## config.mk

```make
export PLATFORM = sky130hd
export DESIGN_NAME = issue_control_flat
export DESIGN_NICKNAME = d
export VERILOG_FILES = /design/src/rtl/issue_control_if.sv /design/src/rtl/issue_control.sv /design/src/flat_wrapper.sv
export SDC_FILE = /design/constraint.sdc
export NUM_CORES = 1
export LEC_CHECK = 0
export ABC_AREA = 1
export BUFFER_PORTS_ARGS = -buffer_cell sky130_fd_sc_hd__buf_2
export CAP_MARGIN = 20
export CORE_UTILIZATION = 40
export DETAILED_ROUTE_END_ITERATION = 8
export GPL_TIMING_DRIVEN = 0
export PLACE_DENSITY = 0.61
export SLEW_MARGIN = 20
export SYNTH_ARGS = -nofsm -noshare
export SYNTH_HDL_FRONTEND = slang
export SYNTH_SLANG_ARGS = --single-unit
export TNS_END_PERCENT = 10
```

## constraint.sdc

```tcl
create_clock -name clk -period 2.5 [get_ports clk]
set_input_delay 0 -clock clk [delete_from_list [all_inputs] [get_ports clk]]
set_output_delay 0 -clock clk [all_outputs]
set_load 0.03 [all_outputs]
```

## src/rtl/issue_control_if.sv

```systemverilog
// Decode/execute/memory/icache bundle seen by the issue controller.
// The slave modport is the controller; the master modport is its environment.
interface issue_control_if #(
  parameter int MAX_OUTSTANDING = 4,
  parameter int CNT_W = $clog2(MAX_OUTSTANDING + 1)
);
  logic             dec_valid;
  logic [4:0]       dec_rs1;
  logic [4:0]       dec_rs2;
  logic [4:0]       dec_rd;
  logic             dec_rxs1;
  logic             dec_rxs2;
  logic             dec_wxd;
  logic             dec_mem;
  logic             dec_mem_wr;
  logic             dec_fence;
  logic             dec_fence_i;
  logic             dec_csr;
  logic             ex_ready;
  logic             kill;
  logic             mem_resp_valid;
  logic             mem_resp_wxd;
  logic [4:0]       mem_resp_rd;
  logic             flush_done;
  logic             issue;
  logic             icache_flush;
  logic [CNT_W-1:0] outstanding;
  logic             busy;
  logic [1:0]       state;

  // Handshake: an instruction transfers (and leaves decode) exactly in a
  // cycle where issue is high; issue already folds in dec_valid, ex_ready
  // and kill, so neither side re-qualifies it.
  modport master (
    output dec_valid, dec_rs1, dec_rs2, dec_rd, dec_rxs1, dec_rxs2, dec_wxd,
    output dec_mem, dec_mem_wr, dec_fence, dec_fence_i, dec_csr,
    output ex_ready, kill, mem_resp_valid, mem_resp_wxd, mem_resp_rd, flush_done,
    input  issue, icache_flush, outstanding, busy, state
  );

  modport slave (
    input  dec_valid, dec_rs1, dec_rs2, dec_rd, dec_rxs1, dec_rxs2, dec_wxd,
    input  dec_mem, dec_mem_wr, dec_fence, dec_fence_i, dec_csr,
    input  ex_ready, kill, mem_resp_valid, mem_resp_wxd, mem_resp_rd, flush_done,
    output issue, icache_flush, outstanding, busy, state
  );
endinterface

```

## src/rtl/issue_control.sv

```systemverilog
// Issue controller: load scoreboard, in-flight memory op counter and a
// drain/flush sequencer for FENCE, FENCE_I and CSR instructions.
module issue_control #(
  parameter int MAX_OUTSTANDING = 4
) (
  input  logic          clk,
  input  logic          reset,
  issue_control_if.slave bus
);
  localparam int CNT_W = $clog2(MAX_OUTSTANDING + 1);

  typedef enum logic [1:0] {
    RUN        = 2'd0,
    DRAIN      = 2'd1,
    FLUSH_REQ  = 2'd2,
    FLUSH_WAIT = 2'd3
  } state_t;

  state_t           state_q, state_d;
  logic             killed_q;
  logic [31:0]      pend_q, pend_d;
  logic [CNT_W-1:0] cnt_q, cnt_d;
  logic             issue_d;
  logic             serial, hazard, drained, full;
  logic             cnt_inc, cnt_dec;

  assign serial  = bus.dec_fence | bus.dec_fence_i | bus.dec_csr;
  assign drained = (cnt_q == '0) && (pend_q == '0);
  // A response in the same cycle frees a slot, so a full counter does not
  // block a new memory op then; the register scoreboard has no such bypass.
  assign full    = (cnt_q == CNT_W'(MAX_OUTSTANDING)) && !bus.mem_resp_valid;
  assign hazard  = (bus.dec_rxs1 & pend_q[bus.dec_rs1]) |
                   (bus.dec_rxs2 & pend_q[bus.dec_rs2]) |
                   (bus.dec_wxd  & pend_q[bus.dec_rd])  |
                   (bus.dec_mem  & full);

  // State register
  always_ff @(posedge clk or posedge reset) begin
    if (reset) begin
      state_q  <= RUN;
      killed_q <= 1'b0;
    end else begin
      state_q <= state_d;
      if (state_d == RUN)
        killed_q <= 1'b0;
      else if (bus.kill && (state_q == FLUSH_REQ || state_q == FLUSH_WAIT))
        killed_q <= 1'b1;
    end
  end

  // Next-state logic
  always_comb begin
    state_d = state_q;
    case (state_q)
      RUN: begin
        if (bus.dec_valid && serial && !bus.kill)
          state_d = DRAIN;
      end
      DRAIN: begin
        if (bus.kill)
          state_d = RUN;
        else if (bus.dec_valid && drained) begin
          if (bus.dec_fence_i)
            state_d = FLUSH_REQ;
          else if (bus.ex_ready)
            state_d = RUN;
        end
      end
      FLUSH_REQ: state_d = FLUSH_WAIT;
      FLUSH_WAIT: begin
        // A killed FENCE_I still waits for its flush, then leaves silently.
        if (bus.flush_done && (bus.ex_ready || killed_q || bus.kill))
          state_d = RUN;
      end
      default: state_d = RUN;
    endcase
  end

  // Output logic
  always_comb begin
    issue_d = 1'b0;
    case (state_q)
      RUN:        issue_d = bus.dec_valid & bus.ex_ready & ~bus.kill & ~hazard & ~serial;
      DRAIN:      issue_d = bus.dec_valid & bus.ex_ready & ~bus.kill & drained & ~bus.dec_fence_i;
      FLUSH_WAIT: issue_d = bus.dec_valid & bus.ex_ready & ~bus.kill & ~killed_q & bus.flush_done;
      default:    issue_d = 1'b0;
    endcase
  end

  assign bus.issue        = issue_d & ~reset;
  assign bus.icache_flush = (state_q == FLUSH_REQ);
  assign bus.busy         = (state_q != RUN);
  assign bus.state        = state_q;
  assign bus.outstanding  = cnt_q;

  // Scoreboard: only issued loads that write a real register become pending.
  always_comb begin
    pend_d = pend_q;
    if (bus.mem_resp_valid && bus.mem_resp_wxd)
      pend_d[bus.mem_resp_rd] = 1'b0;
    if (bus.issue && bus.dec_mem && !bus.dec_mem_wr && bus.dec_wxd)
      pend_d[bus.dec_rd] = 1'b1;
    pend_d[0] = 1'b0;
  end

  assign cnt_inc = bus.issue & bus.dec_mem;
  assign cnt_dec = bus.mem_resp_valid & (cnt_q != '0);

  always_comb begin
    cnt_d = cnt_q;
    case ({cnt_inc, cnt_dec})
      2'b10:   cnt_d = cnt_q + CNT_W'(1);
      2'b01:   cnt_d = cnt_q - CNT_W'(1);
      default: cnt_d = cnt_q;
    endcase
  end

  always_ff @(posedge clk or posedge reset) begin
    if (reset) begin
      pend_q <= '0;
      cnt_q  <= '0;
    end else begin
      pend_q <= pend_d;
      cnt_q  <= cnt_d;
    end
  end

  // A response with nothing in flight is a protocol error by the memory side.
  resp_without_op: assert property (@(posedge clk) disable iff (reset)
    !(bus.mem_resp_valid && cnt_q == '0));

endmodule
```

## src/flat_wrapper.sv

```systemverilog
// flat-port wrapper written by rule: the top's interface ports become plain ports
module issue_control_flat 
#(
  parameter int MAX_OUTSTANDING = 4
)
  (clk, reset, bus_dec_valid, bus_dec_rs1, bus_dec_rs2, bus_dec_rd, bus_dec_rxs1, bus_dec_rxs2, bus_dec_wxd, bus_dec_mem, bus_dec_mem_wr, bus_dec_fence, bus_dec_fence_i, bus_dec_csr, bus_ex_ready, bus_kill, bus_mem_resp_valid, bus_mem_resp_wxd, bus_mem_resp_rd, bus_flush_done, bus_issue, bus_icache_flush, bus_outstanding, bus_busy, bus_state);
  issue_control_if #(.MAX_OUTSTANDING(MAX_OUTSTANDING)) bus_i ();
  input  logic clk;
  input  logic reset;
  input wire logic [$bits(bus_i.dec_valid)-1:0] bus_dec_valid;
  input wire logic [$bits(bus_i.dec_rs1)-1:0] bus_dec_rs1;
  input wire logic [$bits(bus_i.dec_rs2)-1:0] bus_dec_rs2;
  input wire logic [$bits(bus_i.dec_rd)-1:0] bus_dec_rd;
  input wire logic [$bits(bus_i.dec_rxs1)-1:0] bus_dec_rxs1;
  input wire logic [$bits(bus_i.dec_rxs2)-1:0] bus_dec_rxs2;
  input wire logic [$bits(bus_i.dec_wxd)-1:0] bus_dec_wxd;
  input wire logic [$bits(bus_i.dec_mem)-1:0] bus_dec_mem;
  input wire logic [$bits(bus_i.dec_mem_wr)-1:0] bus_dec_mem_wr;
  input wire logic [$bits(bus_i.dec_fence)-1:0] bus_dec_fence;
  input wire logic [$bits(bus_i.dec_fence_i)-1:0] bus_dec_fence_i;
  input wire logic [$bits(bus_i.dec_csr)-1:0] bus_dec_csr;
  input wire logic [$bits(bus_i.ex_ready)-1:0] bus_ex_ready;
  input wire logic [$bits(bus_i.kill)-1:0] bus_kill;
  input wire logic [$bits(bus_i.mem_resp_valid)-1:0] bus_mem_resp_valid;
  input wire logic [$bits(bus_i.mem_resp_wxd)-1:0] bus_mem_resp_wxd;
  input wire logic [$bits(bus_i.mem_resp_rd)-1:0] bus_mem_resp_rd;
  input wire logic [$bits(bus_i.flush_done)-1:0] bus_flush_done;
  output wire logic [$bits(bus_i.issue)-1:0] bus_issue;
  output wire logic [$bits(bus_i.icache_flush)-1:0] bus_icache_flush;
  output wire logic [$bits(bus_i.outstanding)-1:0] bus_outstanding;
  output wire logic [$bits(bus_i.busy)-1:0] bus_busy;
  output wire logic [$bits(bus_i.state)-1:0] bus_state;
  assign bus_i.dec_valid = bus_dec_valid;
  assign bus_i.dec_rs1 = bus_dec_rs1;
  assign bus_i.dec_rs2 = bus_dec_rs2;
  assign bus_i.dec_rd = bus_dec_rd;
  assign bus_i.dec_rxs1 = bus_dec_rxs1;
  assign bus_i.dec_rxs2 = bus_dec_rxs2;
  assign bus_i.dec_wxd = bus_dec_wxd;
  assign bus_i.dec_mem = bus_dec_mem;
  assign bus_i.dec_mem_wr = bus_dec_mem_wr;
  assign bus_i.dec_fence = bus_dec_fence;
  assign bus_i.dec_fence_i = bus_dec_fence_i;
  assign bus_i.dec_csr = bus_dec_csr;
  assign bus_i.ex_ready = bus_ex_ready;
  assign bus_i.kill = bus_kill;
  assign bus_i.mem_resp_valid = bus_mem_resp_valid;
  assign bus_i.mem_resp_wxd = bus_mem_resp_wxd;
  assign bus_i.mem_resp_rd = bus_mem_resp_rd;
  assign bus_i.flush_done = bus_flush_done;
  assign bus_issue = bus_i.issue;
  assign bus_icache_flush = bus_i.icache_flush;
  assign bus_outstanding = bus_i.outstanding;
  assign bus_busy = bus_i.busy;
  assign bus_state = bus_i.state;
  issue_control #(.MAX_OUTSTANDING(MAX_OUTSTANDING)) u_core (.clk(clk), .reset(reset), .bus(bus_i));
endmodule
```

==> results of run 1 <==
-- cell usage in the layout, fill, tap and decap left out, drive strengths merged, types with 3 or more instances in the layout --
cell type | synthesis | final
nand2 | 179 | 179
inv | 63 | 62
buf | 12 | 58
nand3 | 57 | 57
dfrtp | 37 | 37
a21oi | 34 | 34
o21bai | 31 | 31
nor3 | 25 | 25
nor2 | 19 | 19
o21ai | 10 | 10
nand4 | 7 | 7
clkbuf | 1 | 7
o211ai | 5 | 5
a21boi | 4 | 4
clkinv | 1 | 3
-- state kept, by name (all words and copies together), names as in the netlist --
register,flops
u_core.pend_q,31
u_core.bus.outstanding,3
u_core.bus.state,2
u_core.killed_q,1
-- synth_stat cells (all sizes together) --
cell	number
nand2	179
inv	63
nand3	57
dfrtp	37
a21oi	34
o21bai	31
nor3	25
nor2	19
buf	12
o21ai	10
nand4	7
o211ai	5
a21boi	4
a31oi	1
clkbuf	1
clkinv	1
fa	1
ha	1
nand3b	1
nor4	1
or2	1
xnor2	1
xor2	1
-- metal layers --
layer  part of all wire  wire (µm)  GRT usage  up-vias
met5                  0          0          0        -
met4              0.025        294     0.0992        0
met3              0.075        891     0.0662       22
met2               0.44       5240      0.439      137
met1               0.46       5460      0.416     1665
li1                   -          -          -     1713
-- logic make-up (layout without fill, tap and decap cells) --
logic type / count (synthesis) / in the layout / share of synthesized area
DFF: 37 / 37 / 0.289
AOI/OAI and AO/OA: 85 / 85 / 0.200
xor gates and xnor gates: 2 / 2 / 0.00547
and+or+nand+nor: 290 / 290 / 0.386
adders and majority gates: 2 / 2 / 0.0102
buffers and inverters: 77 / 132 / 0.109
-- worst reg2reg max path, cell delays in order (launching register included) --
cell	delay, ns
sky130_fd_sc_hd__dfrtp_1	0.39
sky130_fd_sc_hd__inv_1	0.09
sky130_fd_sc_hd__nand2_1	0.07
sky130_fd_sc_hd__nand3_1	0.07
sky130_fd_sc_hd__nand3_1	0.12
sky130_fd_sc_hd__nand3_1	0.09
sky130_fd_sc_hd__nand3b_1	0.11
sky130_fd_sc_hd__nand3_2	0.13
sky130_fd_sc_hd__nand3_2	0.11
sky130_fd_sc_hd__a21boi_2	0.06
sky130_fd_sc_hd__nand2_1	0.08
sky130_fd_sc_hd__ha_2	0.17
sky130_fd_sc_hd__inv_2	0.04
sky130_fd_sc_hd__fa_2	0.37
sky130_fd_sc_hd__a21oi_2	0.16
sky130_fd_sc_hd__o21ai_2	0.08
sky130_fd_sc_hd__xor2_1	0.16
-- power groups by stage --
stage,sequential (mW),clock [mW],combinational [mW]
2_1_floorplan,0.919,0,0.622
3_3_place_gp,0.872,0,0.954
3_5_place_dp,0.875,0,0.960
4_1_cts,0.865,0.438,0.981
5_1_grt,0.893,0.450,1.17
6_report,0.872,0.425,1.05
-- path summary, 6_finish.rpt --
path	from	to	slack (ns)	depth (start not counted)
min reg2reg	u_core.bus.outstanding[0]	u_core.bus.outstanding[0]	0.57	1
min	bus_dec_fence_i	u_core.bus.state[1]	0.006	3
min in group asynchronous	reset	u_core.bus.outstanding[0]	0.34	4
max in group asynchronous	reset	u_core.pend_q[31]	1.94	4
max reg2reg	u_core.pend_q[7]	u_core.bus.outstanding[2]	0.10	16
max	bus_dec_rd[2]	u_core.bus.outstanding[2]	0.09	17
-- stage by stage --
step	hold slack, ns	power [mW]	area, µm²	util	TNS (ns)
global placement	0.224	1.83	3550	0.459	-0.245
finish	0.00570	2.35	3800	0.491	0
global route	0.0193	2.51	3800	0.491	-0.119
floorplan	-0.0361	1.54	3210	-	-0.0633
detailed placement	0.225	1.84	3570	0.461	-0.317
CTS	0.000844	2.28	3700	0.479	0
-- final cells by class --
class / count / area [µm²] / area share
plain buffers: 13 / 110 / 0.0290
clock buffers: 6 / 72.6 / 0.0191
clock inverters: 2 / 10.0 / 0.00264
inverters: 64 / 244 / 0.0643
multi-input cells: 379 / 2040 / 0.537
flip-flops and latches: 37 / 930 / 0.245
well taps: 102 / 128 / 0.0336
repair buffers: 47 / 265 / 0.0699
-- what timing repair did --
action | 4_1_cts | 5_1_grt
hold buffers | 2 | 0
resized for setup | 6 | 24
setup endpoints to repair | 2 | 2
pin swaps | 0 | 16
buffers inserted | 0 | 4
hold endpoints to repair | 37 | 0
==> reports/metrics.yaml, run 1 <==
run_status: "completed"
antenna_violations_before_repair: 0
synth_warnings: 0
period_share: 0.964
synthDominantAreaCellType: "sky130_fd_sc_hd__dfrtp_1"
critical_path_class: "input pin to flip-flop"
worst_path_max_delay_cell: "sky130_fd_sc_hd__nor3_1"
design.die.area_um2: 8370
worst_path_largest_cell_delay_ns: 0.74
setup.worst_path.start_class: "input pin"
rsz0062_at_grt: "true"
first_global_vias: 3318
placedCellCount: 636
synth_nets: 531
core_footprint_um2: 7730
crit_required_ns: 2.68
worst-path-max-fanout: 5
clockPowerShare: 0.181
floorplan.initialDensity: 0.415
achievable-frequency_mhz: 415
routed-via-count: 3537
global_route.overflow_total: 0
tritoncts_clock_tree: "yes"
slew_viol_final: 0
endpoint_type_of_the_worst_setup_path: "flip-flop"
drive_above_1_share: 0.243
min_path_type: "input pin to flip-flop"
timing.critical_path.max_delay_family: "simple AND/OR/NAND/NOR gates"
rows: 32
synth-seq-cells: 37
final_std_cells_w_o_fill: 650
dr.first_iter.drc_count: 382
count_of_filler_cells_inserted_in_the_layout: 834
finalCriticalPeriod_ns: 2.41
power.combinational.fraction: 0.448
synthesis.area_um2: 3200
area_delta_synth_final_pct: 18.6
routed_len_inst_um: 18.3
cellPowerDensity_nw_per_um2: 618
die_w_um: 91.5
clock_skew_ns: 0.00803
cts_htree_levels: 2
via_per_inst: 5.44
yosysTopAreaCellShare: 0.289
drt_pre_antenna_iters: 5
grt_usage: 0.294
p_switching_mw: 1.03
dp_hpwl_um: 8540
clock_latency_ns: 0.30
timing_worst_slew_pin_value_ns: 0.974
cell_internal_pwr_mw: 1.32
crit_path_cell_trace: "buf_2 -> inv_1 -> nor3_1 -> nand2_1 -> nand2_1 -> nor2_2 -> nand2_2 -> a21oi_2 -> nand3_2 -> a21boi_2 -> nand2_1 -> ha_2 -> inv_2 -> fa_2 -> a21oi_2 -> o21ai_2 -> xor2_1"
power_leakage_nw: 1.88
gp_congestion: 0.969
switching_share: 0.439
synth_sequential_area_ratio: 0.289
port-buffer-count: 41
chipHeight_um: 91.5
synth_cells: 493
clkSlewWorstSetupHoldPaths_ns: 0.08
max-slew-margin-rel: 0.348
post_synth_num_cell_types: 32
path_common_cell: "sky130_fd_sc_hd__nand2_1"
path_buf_inv: 3
antenna-diode-count: 0
cts_sinks: 37
irDropWorstVdd_mv: 0.338
timing.critical_path.arrival_ns: 2.59
post_route_drc_violation_count: 0
cap_viol_max_count: 0
ant_nets: 0
place_ws_ns: -0.207
detail_route.wirelength_um: 11900
share_seq_of_total_power: 0.371
io-pin-count: 44
fin_nets: 585
grt_start_max_net_pins: 38
final-hold-violation-count: 0
setup_violations: 0
cts-buffers-inserted: 5
max-clock-path-buffers: 2
synth_area_per_cell_um2: 6.50
post_synth_main_area_contributors: "sky130_fd_sc_hd__dfrtp_1 (29%), sky130_fd_sc_hd__nand2_1 (21%), sky130_fd_sc_hd__o21bai_2 (11%)"
final.setup.worst_slack_ns: 0.0907
grt_pass1_wl_um: 18300
clock-root-buffer: "sky130_fd_sc_hd__clkbuf_8"
No activity file was read; power rests on OpenSTA's default activity.
==> run 2: changes to the inputs <==
- CELL_PAD_IN_SITES_DETAIL_PLACEMENT: not set -> 1
- CELL_PAD_IN_SITES_GLOBAL_PLACEMENT: not set -> 2
- CORE_UTILIZATION: 40 -> 32
- PLACE_DENSITY: 0.61 -> 0.83
==> reports/metrics.yaml, run 2 (synthesis results as in run 1) <==
run_status: "finished with violations"  # was completed
failed_checks: "DRC"
design.die.area_um2: 10400  # was 8370 µm²
dr_wl_met3_um: 383  # was 891 µm
detail_route.wirelength_um: 12700  # was 11900 µm
period_share: 0.992  # was 0.964
chipHeight_um: 102  # was 91.5 µm
drive_above_1_share: 0.237  # was 0.243
worst_r2r_startpoint: "u_core.pend_q[25]"  # was u_core.pend_q[7]
slew_viol_final: 0  # unchanged
path_common_cell: "sky130_fd_sc_hd__nand3_1"  # was sky130_fd_sc_hd__nand2_1
multi_input_combinational_cell_area_um2: 1990  # was 2040 µm²
irDropWorstVdd_mv: 0.419  # was 0.338 mV
grt_start_max_net_pins: 38  # unchanged
drt-met1-wl_um: 5560  # was 5460 µm
via_per_inst: 5.25  # was 5.44
critical_path.startpoint: "u_core.pend_q[25]"  # was bus_dec_rd[2]
fin_util: 0.399  # was 0.491
cts-buffers-inserted: 5  # unchanged
achievable-frequency_mhz: 403  # was 415 MHz
drt_pre_antenna_iters: 6  # was 5
global_route.overflow_total: 0  # unchanged
worst_hold_margin_ns: 0.0156  # was 0.00570 ns
maxUsedRoutingLayer: "met4"  # unchanged
clock-root-buffer: "sky130_fd_sc_hd__clkbuf_8"  # unchanged
antenna-diode-count: 0  # unchanged
path_buf_inv: 2  # was 3
finalCriticalPeriod_ns: 2.48  # was 2.41 ns
tns_ns: 0  # unchanged
r2r_setup_slack_ns: 0.02  # was 0.10 ns
layout_commonest_cell: "sky130_fd_sc_hd__nand2_1"  # unchanged
cts_htree_levels: 2  # unchanged
registers.top_by_ff_count: "u_core.pend_q"  # unchanged
area_delta_synth_final_pct: 21.3  # was 18.6%
timing_worst_slew_pin_value_ns: 1.08  # was 0.974 ns
first_global_vias: 3748  # was 3318
timing.reg2reg.worst_path_depth: 16  # unchanged
rr_endpoint: "u_core.bus.outstanding[2]"  # unchanged
endpoint_type_of_the_worst_setup_path: "flip-flop"  # unchanged
met2WireLength_um: 6220  # was 5240 µm
mostFrequentLayoutCells: "sky130_fd_sc_hd__nand2_1 (176), sky130_fd_sc_hd__inv_1 (58), sky130_fd_sc_hd__nand3_1 (56)"  # was sky130_fd_sc_hd__nand2_1 (175), sky130_fd_sc_hd__inv_1 (58), sky130_fd_sc_hd__nand3_1 (54)
placedCellCount: 667  # was 636
layout.area.seq_um2: 930  # unchanged
min_path_type: "input pin to flip-flop"  # unchanged
rsz0062_at_grt: "true"  # unchanged
crit_path_cell_trace: "inv_1 -> nand2_1 -> nand3_1 -> nand3_1 -> nand3_1 -> nand3_1 -> nand3_1 -> nand3_2 -> a21boi_2 -> nand2_1 -> ha_4 -> inv_4 -> fa_2 -> a21oi_2 -> o21ai_1 -> xor2_1"  # was buf_2 -> inv_1 -> nor3_1 -> nand2_1 -> nand2_1 -> nor2_2 -> nand2_2 -> a21oi_2 -> nand3_2 -> a21boi_2 -> nand2_1 -> ha_2 -> inv_2 -> fa_2 -> a21oi_2 -> o21ai_2 -> xor2_1
max-slew-margin-rel: 0.276  # was 0.348
power_leakage_nw: 1.91  # was 1.88 nW
timing.critical_path.arrival_ns: 2.65  # was 2.59 ns
grt_pass1_wl_um: 20100  # was 18300 µm
critical_path_class: "flip-flop to flip-flop"  # was input pin to flip-flop
postPlaceCellArea_um2: 3590  # was 3570 µm²
count_of_filler_cells_inserted_in_the_layout: 1324  # was 834
floorplan.initialDensity: 0.329  # was 0.415
crit_required_ns: 2.67  # was 2.68 ns
ant_nets: 0  # unchanged
antenna_violations_before_repair: 0  # unchanged
routed-via-count: 3625  # was 3537
largest_register_ffs: 31  # unchanged
max-clock-path-buffers: 2  # unchanged
clock_latency_ns: 0.29  # was 0.30 ns
clkSlewWorstSetupHoldPaths_ns: 0.08  # about the same
worst_path_largest_cell_delay_ns: 0.46  # was 0.74 ns
cts_sinks: 37  # unchanged
final.setup.worst_slack_ns: 0.0203  # was 0.0907 ns
clock_skew_ns: 0.0112  # was 0.00803 ns
final_std_cells_w_o_fill: 691  # was 650
port-buffer-count: 41  # unchanged
tritoncts_clock_tree: "yes"  # unchanged
final-hold-violation-count: 0  # unchanged
cellPowerDensity_nw_per_um2: 622  # was 618 nW/µm²
setup.worst_path.start_class: "flip-flop"  # was input pin
worst-path-max-fanout: 3  # was 5
fin_nets: 596  # was 585
total_power_mw: 2.42  # was 2.35 mW
routed_len_inst_um: 18.4  # was 18.3 µm
critical_path_stages: 16  # was 17
dr.first_iter.drc_count: 160  # was 382
endpoint: "u_core.bus.outstanding[2]"  # unchanged
dp_hpwl_um: 9860  # was 8540 µm
die_w_um: 102  # was 91.5 µm
place_ws_ns: -0.292  # was -0.207 ns
timing.critical_path.max_delay_family: "simple AND/OR/NAND/NOR gates"  # unchanged
design_area_um2: 3890  # was 3800 µm²
cap_viol_max_count: 0  # unchanged
core_footprint_um2: 9730  # was 7730 µm²
rows: 36  # was 32
io-pin-count: 44  # unchanged
grt_usage: 0.261  # was 0.294
gp_congestion: 0.841  # was 0.969
post_route_drc_violation_count: 1  # was 0
setup_violations: 0  # unchanged
worst_path_max_delay_cell: "sky130_fd_sc_hd__dfrtp_1"  # was sky130_fd_sc_hd__nor3_1
[run 2: what timing repair did]
| item | in CTS | in global routing |
|---|---|---|
| gates resized for setup | 10 | 8 |
| hold buffers | 2 | 0 |
| cloned | 0 | 0 |
| endpoints found under the setup margin | 2 | 2 |
| setup buffers | 11 | 3 |
| pin swaps | 7 | 13 |
| endpoints found under the hold margin | 37 | 0 |
[run 2: cell type report]
| class | instances | share of cell area |
|---|---|---|
| Sequential cell | 37 | 0.239 |
| Multi-Input combinational cell | 379 | 0.512 |
| Inverter | 64 | 0.0634 |
| Timing Repair Buffer | 58 | 0.0921 |
| Tap cell | 133 | 0.0428 |
| Clock buffer | 7 | 0.0222 |
| Buffer | 13 | 0.0283 |
[run 2: report_power, final]
group | internal [mW] | switching (mW)
registers | 0.732 | 0.139
clock network | 0.219 | 0.216
logic | 0.417 | 0.693
[run 2: worst min-delay path by stage]
stage	from	end	slack [ns]	cells after the start
2_1_floorplan	reset	u_core.bus.outstanding[0]	-0.04	1
3_3_place_gp	reset	u_core.pend_q[24]	0.21	2
3_5_place_dp	reset	u_core.bus.outstanding[0]	0.21	2
4_1_cts	bus_dec_fence_i	u_core.bus.state[1]	0.01	3
5_1_grt	bus_dec_fence_i	u_core.bus.state[1]	0.04	3
6_report	bus_dec_fence_i	u_core.bus.state[1]	0.02	3
[run 2: worst min-delay path, cell delays in order]
cell and delay, ns:
sky130_fd_sc_hd__buf_2 0.11, sky130_fd_sc_hd__nand3_1 0.08, sky130_fd_sc_hd__nand2_1 0.08
[run 2: routing by layer]
metal,GRT usage,up-vias
met5,0,-
met4,0.120,0
met3,0.0280,38
met2,0.456,89
met1,0.323,1768
li1,-,1730
==> run 3: changes to the inputs <==
--- a/config.mk
+++ b/config.mk
@@ -12,6 +12,7 @@
 export CELL_PAD_IN_SITES_GLOBAL_PLACEMENT = 2
-export CORE_UTILIZATION = 32
+export CORE_UTILIZATION = 33
+export CTS_BUF_LIST = sky130_fd_sc_hd__clkbuf_2 sky130_fd_sc_hd__clkbuf_4 sky130_fd_sc_hd__clkbuf_8
 export DETAILED_ROUTE_END_ITERATION = 8
 export GPL_TIMING_DRIVEN = 0
-export PLACE_DENSITY = 0.83
+export PLACE_DENSITY = 0.86
 export SLEW_MARGIN = 20
==> constraint.sdc (replaced) <==
create_clock -name clk -period 2.5 [get_ports clk]
set_input_delay 0.125 -clock clk [delete_from_list [all_inputs] [get_ports clk]]
set_output_delay 0.125 -clock clk [all_outputs]
set_load 0.03 [all_outputs]
==> reports/metrics.yaml, run 3 (synthesis results as in run 1) <==
clock_skew_ns: 0.0115  # was 0.0112 ns
globalRouteMet3Util: 0.0361  # was 0.0280
period_share: 1.02  # was 0.992
setup_violations: 2  # was 0
die_w_um: 101  # was 102 µm
chipHeight_um: 101  # was 102 µm
min_path_type: "input pin to asynchronous set/reset pin"  # was input pin to flip-flop
mostFrequentLayoutCells: "sky130_fd_sc_hd__nand2_1 (177), sky130_fd_sc_hd__inv_1 (56), sky130_fd_sc_hd__nand3_1 (54)"  # was sky130_fd_sc_hd__nand2_1 (176), sky130_fd_sc_hd__inv_1 (58), sky130_fd_sc_hd__nand3_1 (56)
cts-buffers-inserted: 5  # unchanged
total_power_mw: 2.36  # was 2.42 mW
fin_nets: 583  # was 596
run_status: "finished with violations"  # unchanged
via_per_inst: 5.38  # was 5.25
tritoncts_clock_tree: "yes"  # unchanged
clock-root-buffer: "sky130_fd_sc_hd__clkbuf_8"  # unchanged
largest_register_ffs: 31  # unchanged
layout.area.seq_um2: 935  # was 930 µm²
rsz0062_at_grt: "true"  # unchanged
count_of_filler_cells_inserted_in_the_layout: 1246  # was 1324
dr.first_iter.drc_count: 179  # was 160
final-hold-violation-count: 21  # was 0
cts_htree_levels: 2  # unchanged
max-slew-margin-rel: 0.258  # was 0.276
drt_pre_antenna_iters: 5  # was 6
grt_use_met1: 0.363  # was 0.323
place_ws_ns: -0.413  # was -0.292 ns
max-clock-path-buffers: 2  # unchanged
final.setup.worst_slack_ns: -0.0404  # was 0.0203 ns
endpoint_type_of_the_worst_setup_path: "flip-flop"  # unchanged
final_std_cells_w_o_fill: 675  # was 691
setup.worst_path.start_class: "flip-flop"  # unchanged
core_footprint_um2: 9330  # was 9730 µm²
achievable-frequency_mhz: 394  # was 403 MHz
drive_above_1_share: 0.238  # was 0.237
crit_required_ns: 2.73  # was 2.67 ns
routed_len_inst_um: 19.1  # was 18.4 µm
grt_start_max_net_pins: 39  # was 38
cellPowerDensity_nw_per_um2: 626  # was 622 nW/µm²
failed_checks: "hold timing, setup timing"  # was DRC
first_global_vias: 3751  # was 3748
grt_usage: 0.272  # was 0.261
design.die.area_um2: 10100  # was 10400 µm²
layout_commonest_cell: "sky130_fd_sc_hd__nand2_1"  # unchanged
groute.layer.met2.usage: 0.447  # was 0.456
finalCriticalPeriod_ns: 2.54  # was 2.48 ns
worst_hold_margin_ns: -0.0135  # was 0.0156 ns
multi_input_combinational_cell_area_um2: 2000  # was 1990 µm²
cap_viol_max_count: 0  # unchanged
fin_util: 0.404  # was 0.399
io-pin-count: 44  # unchanged
post_route_drc_violation_count: 0  # was 1
gp_congestion: 0.873  # was 0.841
detail_route.wirelength_um: 12900  # was 12700 µm
irDropWorstVdd_mv: 0.370  # was 0.419 mV
port-buffer-count: 41  # unchanged
grt_pass1_wl_um: 20400  # was 20100 µm
clkSlewWorstSetupHoldPaths_ns: 0.09  # was 0.08 ns
r2r_setup_slack_ns: -0.04  # was 0.02 ns
global_route.overflow_total: 0  # unchanged
timing_worst_slew_pin_value_ns: 1.10  # was 1.08 ns
registers.top_by_ff_count: "u_core.pend_q"  # unchanged
grt-busiest-layer: "met2"  # unchanged
ant_nets: 0  # unchanged
antenna_violations_before_repair: 0  # unchanged
rows: 35  # was 36
cts_sinks: 37  # unchanged
worst-path-max-fanout: 4  # was 3
placedCellCount: 664  # was 667
floorplan.initialDensity: 0.343  # was 0.329
critical_path_class: "flip-flop to flip-flop"  # unchanged
routed-via-count: 3631  # was 3625
area_delta_synth_final_pct: 17.6  # was 21.3%
slew_viol_final: 0  # unchanged
antenna-diode-count: 0  # unchanged
timing.critical_path.arrival_ns: 2.77  # was 2.65 ns
clock_latency_ns: 0.31  # was 0.29 ns
power_leakage_nw: 1.84  # was 1.91 nW
dp_hpwl_um: 10100  # was 9860 µm
[run 3: worst paths after layout]
| path | startpoint | cells after the start | to |
|---|---|---|---|
| setup / recovery | u_core.pend_q[10] | 12 | u_core.bus.outstanding[1] |
| hold / removal | reset | 2 | u_core.pend_q[25] |
| setup reg to reg | u_core.pend_q[10] | 12 | u_core.bus.outstanding[1] |
| hold reg to reg | u_core.bus.outstanding[0] | 1 | u_core.bus.outstanding[0] |
| max in group asynchronous | reset | 2 | u_core.pend_q[21] |
| min in group clk | bus_dec_fence_i | 3 | u_core.bus.state[1] |
[run 3: routing by layer]
metal	wire length (µm)	part of all wire
met2	6110	0.47
met3	692	0.054
met1	5690	0.44
met4	431	0.033
met5	0	0
[run 3: critical path, cell delays in order (launching register included)]
cell and delay (ns):
sky130_fd_sc_hd__dfrtp_1 0.46, sky130_fd_sc_hd__nor2_1 0.16, sky130_fd_sc_hd__nand4_1 0.17, sky130_fd_sc_hd__nor3_2 0.25
sky130_fd_sc_hd__nand4_1 0.14, sky130_fd_sc_hd__o21ai_1 0.11, sky130_fd_sc_hd__inv_1 0.09, sky130_fd_sc_hd__a21boi_2 0.19
sky130_fd_sc_hd__nand2_1 0.08, sky130_fd_sc_hd__ha_1 0.19, sky130_fd_sc_hd__inv_2 0.07, sky130_fd_sc_hd__fa_1 0.41
sky130_fd_sc_hd__o21ai_1 0.12
[run 3: layout make-up]
class / instances / share of cell area
clock inverters: 3 / 0.00465
well taps: 129 / 0.0428
clock buffers: 5 / 0.0183
repair buffers: 45 / 0.0618
plain buffers: 13 / 0.0292
multi-input cells: 379 / 0.530
inverters: 64 / 0.0648
flip-flops and latches: 37 / 0.248
[run 3: stage by stage]
| step | TNS (ns) | area (µm²) |
|---|---|---|
| final | -0.0648 | 3770 |
| after global routing | -0.280 | 3770 |
| after CTS | 0 | 3720 |
| after detailed placement | -0.593 | 3590 |
| after global placement | -0.448 | 3580 |
| after floorplan | -0.0633 | 3210 |
[run 3: what timing repair did]
action | CTS | global route
hold buffers | 0 | 0
resized for setup | 12 | 13
setup buffers | 1 | 2
setup endpoints to repair | 2 | 3
pin swaps | 2 | 1
[run 3: power breakdown]
part / switching (mW) / leakage (nW) / total, mW / internal (mW)
sequential: 0.167 / 0.411 / 0.901 / 0.734
combinational: 0.655 / 1.39 / 1.02 / 0.364
clock: 0.246 / 0.0439 / 0.439 / 0.193
total: 1.07 / 1.84 / 2.36 / 1.29
